`src/rtl/riscv_button_debouncer_multi.sv`:
```
// N-channel push-button debouncer: 2-flop synchroniser, per-channel press/release FSM, edge pulses.
// Long-press detection (held/held_pulse) is built only when RISCV_DEBOUNCE_HOLD_EN is defined.
module riscv_button_debouncer_multi #(
  parameter int unsigned N_CH            = 4,
  parameter int unsigned DEBOUNCE_CYCLES = 500000,
  parameter bit          ACTIVE_LOW      = 1'b0,
  parameter int unsigned HOLD_CYCLES     = 2**24
) (
  input  logic            clk,
  input  logic            reset,
  input  logic [N_CH-1:0] noisy_in,
  output logic [N_CH-1:0] debounced,
  output logic [N_CH-1:0] rise_pulse,
  output logic [N_CH-1:0] fall_pulse
`ifdef RISCV_DEBOUNCE_HOLD_EN
  ,
  output logic [N_CH-1:0] held,
  output logic [N_CH-1:0] held_pulse
`endif
);

  localparam int unsigned CNT_MAX = (DEBOUNCE_CYCLES > HOLD_CYCLES) ? DEBOUNCE_CYCLES : HOLD_CYCLES;
  localparam int unsigned CNT_W   = $clog2(CNT_MAX + 1);
  localparam logic [CNT_W-1:0] DB_LAST = CNT_W'(DEBOUNCE_CYCLES - 1);
`ifdef RISCV_DEBOUNCE_HOLD_EN
  localparam logic [CNT_W-1:0] HOLD_MAX = CNT_W'(HOLD_CYCLES);
`endif

  typedef enum logic [1:0] {
    IDLE    = 2'd0,
    ARM     = 2'd1,
    PRESSED = 2'd2,
    RELEASE = 2'd3
  } state_t;

  logic [N_CH-1:0] sync1;
  logic [N_CH-1:0] sync2;
  logic [N_CH-1:0] s;

  // Metastability filter; polarity is normalised after the second flop
  always_ff @(posedge clk) begin
    if (reset) begin
      sync1 <= '0;
      sync2 <= '0;
    end else begin
      sync1 <= noisy_in;
      sync2 <= sync1;
    end
  end

  assign s = sync2 ^ {N_CH{ACTIVE_LOW}};

  for (genvar g = 0; g < N_CH; g++) begin : g_ch
    state_t           state;
    state_t           state_nxt;
    logic [CNT_W-1:0] cnt;
    logic [CNT_W-1:0] cnt_nxt;
    logic             deb_q;
    logic             deb_nxt;
    logic             rise_q;
    logic             fall_q;

    always_ff @(posedge clk) begin
      if (reset) begin
        state  <= IDLE;
        cnt    <= '0;
        deb_q  <= 1'b0;
        rise_q <= 1'b0;
        fall_q <= 1'b0;
      end else begin
        state  <= state_nxt;
        cnt    <= cnt_nxt;
        deb_q  <= deb_nxt;
        rise_q <= deb_nxt & ~deb_q;
        fall_q <= ~deb_nxt & deb_q;
      end
    end

    // Terminal compare is tested before the increment, so cnt never wraps
    always_comb begin
      state_nxt = state;
      cnt_nxt   = cnt;
      case (state)
        IDLE: begin
          cnt_nxt = '0;
          if (s[g]) state_nxt = ARM;
        end
        ARM: begin
          if (!s[g])               state_nxt = IDLE;
          else if (cnt == DB_LAST) state_nxt = PRESSED;
          else                     cnt_nxt   = cnt + CNT_W'(1);
        end
        PRESSED: begin
          cnt_nxt = '0;
          if (!s[g]) state_nxt = RELEASE;
        end
        RELEASE: begin
          if (s[g])                state_nxt = PRESSED;
          else if (cnt == DB_LAST) state_nxt = IDLE;
          else                     cnt_nxt   = cnt + CNT_W'(1);
        end
        default: begin
          state_nxt = IDLE;
          cnt_nxt   = '0;
        end
      endcase
      deb_nxt = (state_nxt == PRESSED) || (state_nxt == RELEASE);
    end

    assign debounced[g]  = deb_q;
    assign rise_pulse[g] = rise_q;
    assign fall_pulse[g] = fall_q;

`ifdef RISCV_DEBOUNCE_HOLD_EN
    logic [CNT_W-1:0] hold_cnt;
    logic [CNT_W-1:0] hold_nxt;
    logic             held_q;
    logic             held_nxt;
    logic             held_pulse_q;

    always_ff @(posedge clk) begin
      if (reset) begin
        hold_cnt     <= '0;
        held_q       <= 1'b0;
        held_pulse_q <= 1'b0;
      end else begin
        hold_cnt     <= hold_nxt;
        held_q       <= held_nxt;
        held_pulse_q <= held_nxt & ~held_q;
      end
    end

    // Frozen in RELEASE, saturating in PRESSED, cleared together with debounced
    always_comb begin
      hold_nxt = hold_cnt;
      if (!deb_nxt)
        hold_nxt = '0;
      else if ((state == PRESSED) && (hold_cnt != HOLD_MAX))
        hold_nxt = hold_cnt + CNT_W'(1);
      held_nxt = deb_nxt && (hold_nxt == HOLD_MAX);
    end

    assign held[g]       = held_q;
    assign held_pulse[g] = held_pulse_q;
`endif
  end

endmodule
```
`config.mk`:
```
export PLATFORM = sky130hd
export DESIGN_NAME = riscv_button_debouncer_multi
export DESIGN_NICKNAME = d
export VERILOG_FILES = /design/src/rtl/riscv_button_debouncer_multi.sv
export SDC_FILE = /design/constraint.sdc
export NUM_CORES = 1
export LEC_CHECK = 0
export ABC_AREA = 1
export BUFFER_PORTS_ARGS = -buffer_cell sky130_fd_sc_hd__buf_2
export CAP_MARGIN = 0
export CORE_MARGIN = 2
export CORE_UTILIZATION = 45
export DETAILED_ROUTE_END_ITERATION = 8
export GPL_TIMING_DRIVEN = 0
export PLACE_DENSITY = 0.64
export SLEW_MARGIN = 20
export SYNTH_ARGS = -nofsm -noshare
export SYNTH_HDL_FRONTEND = slang
export SYNTH_SLANG_ARGS = --single-unit
```
`constraint.sdc`:
```
create_clock -name clk -period 4.8 [get_ports clk]
set_input_delay 0.48 -clock clk [delete_from_list [all_inputs] [get_ports clk]]
set_output_delay 0.48 -clock clk [all_outputs]
set_load 0.02 [all_outputs]
```
==> results of run 1 <==
==> worst max-delay path, stage by stage, from the launching register on <==
cell and delay, ns:
dfxtp_1 0.47, ha_1 0.19, buf_2 0.19, nand2_1 0.08, nor2_1 0.14, nand3_1 0.12, inv_1 0.08, nand2_1 0.13
nand2_1 0.11, buf_4 0.19, nor2_1 0.07, nor2_1 0.08, nor2_1 0.04
==> state kept, by name, indices dropped and copies added (netlist names) <==
register and cells:
g_ch.rise_q 4, g_ch.cnt 100, g_ch.state 8, g_ch.fall_q 4, g_ch.deb_q 3, sync1 4, s 4
==> synth_stat cells, drive strengths merged <==
cell    count  area share, %
a21oi      60            4.0
and3        1          0.084
buf        32            3.0
clkbuf     13           0.67
clkinv      1          0.050
dfxtp     127             34
ha          4           0.67
inv       123            6.2
nand2     349             18
nand3     107            7.4
nand3b      2           0.20
nand4      33            2.8
nor2      299             15
nor3       19            1.3
nor3b       2           0.20
nor4        1          0.084
o21a        1           0.10
o21ai      26            1.8
o21bai      4           0.40
or2         3           0.25
xnor2       2           0.23
xor2       26            3.1
==> per-layer routing <==
| metal | GRT usage [%] | vias up |
|---|---|---|
| met5 | 0 | - |
| met4 | 7.407 | 0 |
| met3 | 3.985 | 35 |
| met2 | 35.78 | 161 |
| met1 | 29.94 | 3327 |
| li1 | - | 3946 |
==> area by class of cell <==
| cell class | count | area (sq um) |
|---|---|---|
| Multi-Input combinational cell | 939 | 4188 |
| Buffer | 45 | 275.3 |
| Tap cell | 220 | 275.3 |
| Clock buffer | 23 | 488.0 |
| Inverter | 124 | 465.4 |
| Clock inverter | 7 | 85.08 |
| Timing Repair Buffer | 16 | 80.08 |
| Sequential cell | 127 | 2542 |
| Fill cell | 1699 | 8008 |
==> final timing paths <==
| path | slack [ns] | end | depth (start not counted) | start |
|---|---|---|---|---|
| max | 2.76 | g_ch[0].cnt[16]$_SDFFE_PP0P_ | 12 | g_ch[0].cnt[0]$_SDFFE_PP0P_ |
| min | 0.26 | sync1[0]$_SDFF_PP0_ | 3 | noisy_in[0] |
| max reg2reg | 2.76 | g_ch[0].cnt[16]$_SDFFE_PP0P_ | 12 | g_ch[0].cnt[0]$_SDFFE_PP0P_ |
| min reg2reg | 0.40 | s[1]$_SDFF_PP0_ | 2 | sync1[1]$_SDFF_PP0_ |
==> metrics by stage <==
stage               worst slack [ns]  power, mW  instance area, sq um  hold slack (ns)  utilization, %
floorplan                      3.187      1.123                  7471           0.3883               -
global placement               2.686      1.145                  7826           0.3909           47.70
CTS                            2.770      2.418                  8399           0.2532           51.19
global route                   2.537      2.471                  8399           0.2819           51.19
finish                         2.762      2.400                  8399           0.2612           51.19
detailed placement             2.662      1.145                  7826           0.3917           47.70
==> report_power, final <==
group	internal, mW	leakage (nW)	switching (mW)
clock network	0.808	0.288	0.471
logic	0.0139	1.87	0.0457
registers	1.06	1.02	0.00301
total	1.88	3.18	0.520
==> cell families (layout without fill, tap and decap cells) <==
kind of cell	count (synthesis)	in the layout	synth area share, %
flip-flops	127	127	34.03
AND/OR/NAND/NOR	816	816	45.69
XOR/XNOR	28	28	3.383
adder cells (fa/ha/maj)	4	4	0.6699
buffers and inverters	169	215	9.914
AO/OA/AOI/OAI	91	91	6.314
==> impl_results.md, run 1 <==
* Status: finished, final reports clean
* Fin Clk Skew at 0.004348 ns
* P_leak at 3.180 nW
* WL met3 at 758 um
* DR WL/cell at 12.58 um
* Ports at 18
* Wl on met1 at 9.291 mm
* Worst Path Class, Setup: register to register
* CTS resizes at 0
* Highest metal used: met4
* Hold crit path type: input port to register
* Gr usage total at 22.15%
* CP Max Fanout at 10
* Fmax at 490.7 MHz
* DR WL met2 at 8.464 mm
* DRT Wirelength at 18.88 mm
* WP data required at 5.09 ns
* Clock Latency Late Sink at 0.43 ns
* Post-Synthesis Net Count at 1245
* Startpoint Class: register
* Drt pass-1 iters at 5
* Final Hold Vio Count at 0
* GRT overflow at 0
* Setup TNS at 0 ns
* Clk sink count at 127
* CP Data Arrival Time at 2.33 ns
* Period Utilization, post-route at 42.45%
* PwrDens at 285.8 nW/um^2
* Final HPWL DP at 14.05 mm
* Largest net degree at the start of global routing at 17
* CTS tree: yes
* Die Y at 132.9 um
* Final setup fails at 0
* GPL Wtd Cong at 0.9303
* Yosys cell types at 35
* Clk pin slew, worst setup/hold paths at 0.05 ns
* Initial antenna violation count at 0
* Die width at 132.9 um
* # H-tree levels at 4
* Worst IR Drop VDD at 0.0002800 V
* Placed Cells incl. Taps at 1471
* Antenna Violating Nets Remaining at 0
* FF+latch count, synth at 127
* Core outline area at 16410 sq um
* Most frequent cells in the layout: nand2_1 (340), nor2_1 (291), dfxtp_1 (127)
* Vias at 7469
* Clk buf depth at 2
* Num CTS Buffers at 17
* Post-route minimum period at 2.038 ns
* Drt via density at 4.976
* CTS Hold Bufs at 0
* Seq/Total Area, Yosys at 34.03%
* Final Slew Violations at 0
* DRC at 0
* I/O Buffers at 16
* Post-CTS setup buffer count at 0
* Row Count at 47
* Worst slew pin tran at 0.6542 ns
* RSZ-0062 raised after global routing: false
* Cell count after synthesis at 1235
* ANT cells at 0
* Post-synthesis cell area at 7471 sq um
* 1st-iter DRT viols at 598
* Commonest non-fill, non-tap cell in the layout: nand2_1
* Rel. slew slack at 56.23%
* Area Growth Syn to Fin at 12.43%
* Global-route wire length before repair at 32.00 mm
* Root buf cell: clkbuf_16
* Crit. End Element: register
* Max cap viols at 0
* DIE AREA at 17650 sq um
* Mapped Avg Cell Area at 6.049 sq um
* Final cell count without fillers at 1501
* Starting Density at 45.53%
* Vias in the first global route at 6751
* YS warnings at 0
* Layout cell share with drive strength beyond 1 at 8.119%
* # nets final at 1280
(Power assumes the default switching activity.)
==> run 2: changes to the inputs <==
==> constraint.sdc (replaced) <==
create_clock -name clk -period 2 [get_ports clk]
set_input_delay 0.2 -clock clk [delete_from_list [all_inputs] [get_ports clk]]
set_output_delay 0.2 -clock clk [all_outputs]
set_load 0.02 [all_outputs]
==> impl_results.md, run 2 (synthesis gave the netlist of run 1 again) <==
* Rel. slew slack at 56.15%
* Num CTS Buffers at 17
* Reg2reg end: g_ch[0].cnt[16]$_SDFFE_PP0P_
* CTS tree: yes
* Crit. End Element: register
* ANT cells at 0
* Row Count at 47
* Starting Density at 45.53%
* Drt pass-1 iters at 6
* CP Data Arrival Time at 2.10 ns
* Startpoint Class: register
* Max reg flops at 100
* Final setup fails at 0
* Worst path slowest cell: dfxtp_4
* Root buf cell: clkbuf_16
* WP data required at 2.29 ns
* GRT overflow at 0
* Final HPWL DP at 14.05 mm
* Crit path largest cell delay at 0.39 ns
* FF-to-FF Start: g_ch[0].cnt[0]$_SDFFE_PP0P_
* Gr usage total at 22.16%
* Clk buf depth at 2
* Fin Clk Skew at 0.008191 ns
* I/O Buffers at 16
* Clk pin slew, worst setup/hold paths at 0.05 ns
* Largest net degree at the start of global routing at 17
* Commonest non-fill, non-tap cell in the layout: nand2_1
* CP Max Fanout at 10
* Worst IR Drop VDD at 0.0006544 V
* Hold Crit Start: noisy_in[1]
* # nets final at 1284
* GPL Wtd Cong at 0.9303
* Fmax at 552.9 MHz
* Top cell by count, worst path: nor2_1
* Largest regs: g_ch.cnt x100, g_ch.state x8
* Crit path cell chain: ha_1, clkbuf_4, nand2_1, nor2_1, nand3_1, inv_1, nand2_2, nand2_2, buf_6, nor2_1, nor2_1, nor2_1
* Layout cell share with drive strength beyond 1 at 9.183%
* R2R depth at 12
* DRC at 0
* 1st-iter DRT viols at 567
* Most frequent cells in the layout: nand2_1 (338), nor2_1 (287), dfxtp_1 (123)
* DRT Wirelength at 19.00 mm
* DIE AREA at 17650 sq um
* Vias at 7469
* Final Hold Vio Count at 0
* Antenna Violating Nets Remaining at 0
* Worst Hold Slack at 0.007059 ns
* Global-route wire length before repair at 32.02 mm
* Clk sink count at 127
* Worst slew pin tran at 0.6554 ns
* Hold EP: sync1[1]$_SDFF_PP0_
* Vias in the first global route at 6767
* Final Slew Violations at 0
* Die width at 132.9 um
* Post-route minimum period at 1.809 ns
* # H-tree levels at 4
* Hold crit path type: input port to register
* Worst Hold Depth at 3
* FILL cells at 1681
* DR WL/cell at 12.62 um
* P_leak at 3.195 nW
* Drt via density at 4.963
* Clock Latency Late Sink at 0.43 ns
* PwrDens at 679.0 nW/um^2
* Core outline area at 16410 sq um
* Max cap viols at 0
* Status: finished, final reports clean
* Period Utilization, post-route at 90.43%
* Initial antenna violation count at 0
* Area Growth Syn to Fin at 13.67%
* Die Y at 132.9 um
* Final cell count without fillers at 1505
* Placed Cells incl. Taps at 1471
* Worst Path Class, Setup: register to register
* R2R setup slack at 0.19 ns
* Ports at 18
* Biggest register: g_ch.cnt
[run 2: changes by cell type in the layout (fill, tap and decap cells not counted), moves of 2 or more]
cell,before,now
nor2_1,291,287
nand2_1,340,338
buf_2,25,23
nor2_2,6,9
dfxtp_2,0,3
ha_1,4,2
dlygate4sd3_1,0,3
buf_6,4,6
dfxtp_1,127,123
nand2_2,6,8
[run 2: worst max-delay path by stage]
stage                                            from                           end  cells past startpoint
after global routing      g_ch[0].cnt[0]$_SDFFE_PP0P_  g_ch[0].cnt[13]$_SDFFE_PP0P_                     11
after CTS                 g_ch[3].cnt[0]$_SDFFE_PP0P_  g_ch[3].cnt[22]$_SDFFE_PP0P_                     10
after detailed placement  g_ch[0].cnt[0]$_SDFFE_PP0P_  g_ch[0].cnt[16]$_SDFFE_PP0P_                     12
after floorplan           g_ch[0].cnt[0]$_SDFFE_PP0P_  g_ch[0].cnt[15]$_SDFFE_PP0P_                     12
after global placement    g_ch[0].cnt[0]$_SDFFE_PP0P_  g_ch[0].cnt[17]$_SDFFE_PP0P_                     12
final                     g_ch[0].cnt[0]$_SDFFE_PP0P_  g_ch[0].cnt[16]$_SDFFE_PP0P_                     12
[run 2: power breakdown]
part           switching [mW]  internal (mW)  leakage, nW
Sequential            0.00739           2.54         1.03
Combinational           0.111         0.0394         1.88
Clock                    1.13           1.94        0.288
Total                    1.25           4.52         3.20
[run 2: layer usage]
metal  GRT usage, %  part of all wire [%]  vias to the layer above
met4          7.407                   1.7                        0
met1          29.92                    50                     3331
met5              0                     0                        -
met2          35.84                    45                      148
li1               -                     -                     3957
met3          3.985                   3.6                       33
[run 2: layout make-up]
class                   count  area [sq um]  area share, %
clock buffers              23         488.0          5.746
flip-flops and latches    127          2550          30.03
well taps                 220         275.3          3.241
plain buffers              45         287.8          3.389
multi-input cells         939          4223          49.73
inverters                 124         465.4          5.481
repair buffers             20         117.6          1.385
clock inverters             7         85.08          1.002
[run 2: critical path: cells and delay by family (launching register included)]
| family | cells | cell delay, ns |
|---|---|---|
| AND/OR/NAND/NOR | 8 | 0.70 |
| adder cells (fa/ha/maj) | 1 | 0.15 |
| buffers and inverters | 3 | 0.42 |
| flip-flops | 1 | 0.39 |
[run 2: per-stage QoR]
step / instance area (sq um) / power, mW / setup slack [ns] / utilization (%) / TNS (ns)
after global placement: 7826 / 2.747 / -0.02064 / 47.70 / -0.1269
after floorplan: 7471 / 2.696 / 0.3868 / - / 0
after global routing: 8492 / 5.938 / -0.004833 / 51.76 / -0.004833
final: 8492 / 5.766 / 0.1914 / 51.76 / 0
after CTS: 8431 / 5.807 / 0.03246 / 51.38 / 0
after detailed placement: 7826 / 2.747 / -0.02257 / 47.70 / -0.1355
[run 2: timing repair]
| item | in CTS | in global routing |
|---|---|---|
| endpoints found under the hold margin | 3 | 0 |
| gates cloned | 0 | 0 |
| hold buffers | 3 | 0 |
| endpoints found under the setup margin | 9 | 60 |
| gates resized for setup | 1 | 20 |
| setup buffers | 0 | 1 |
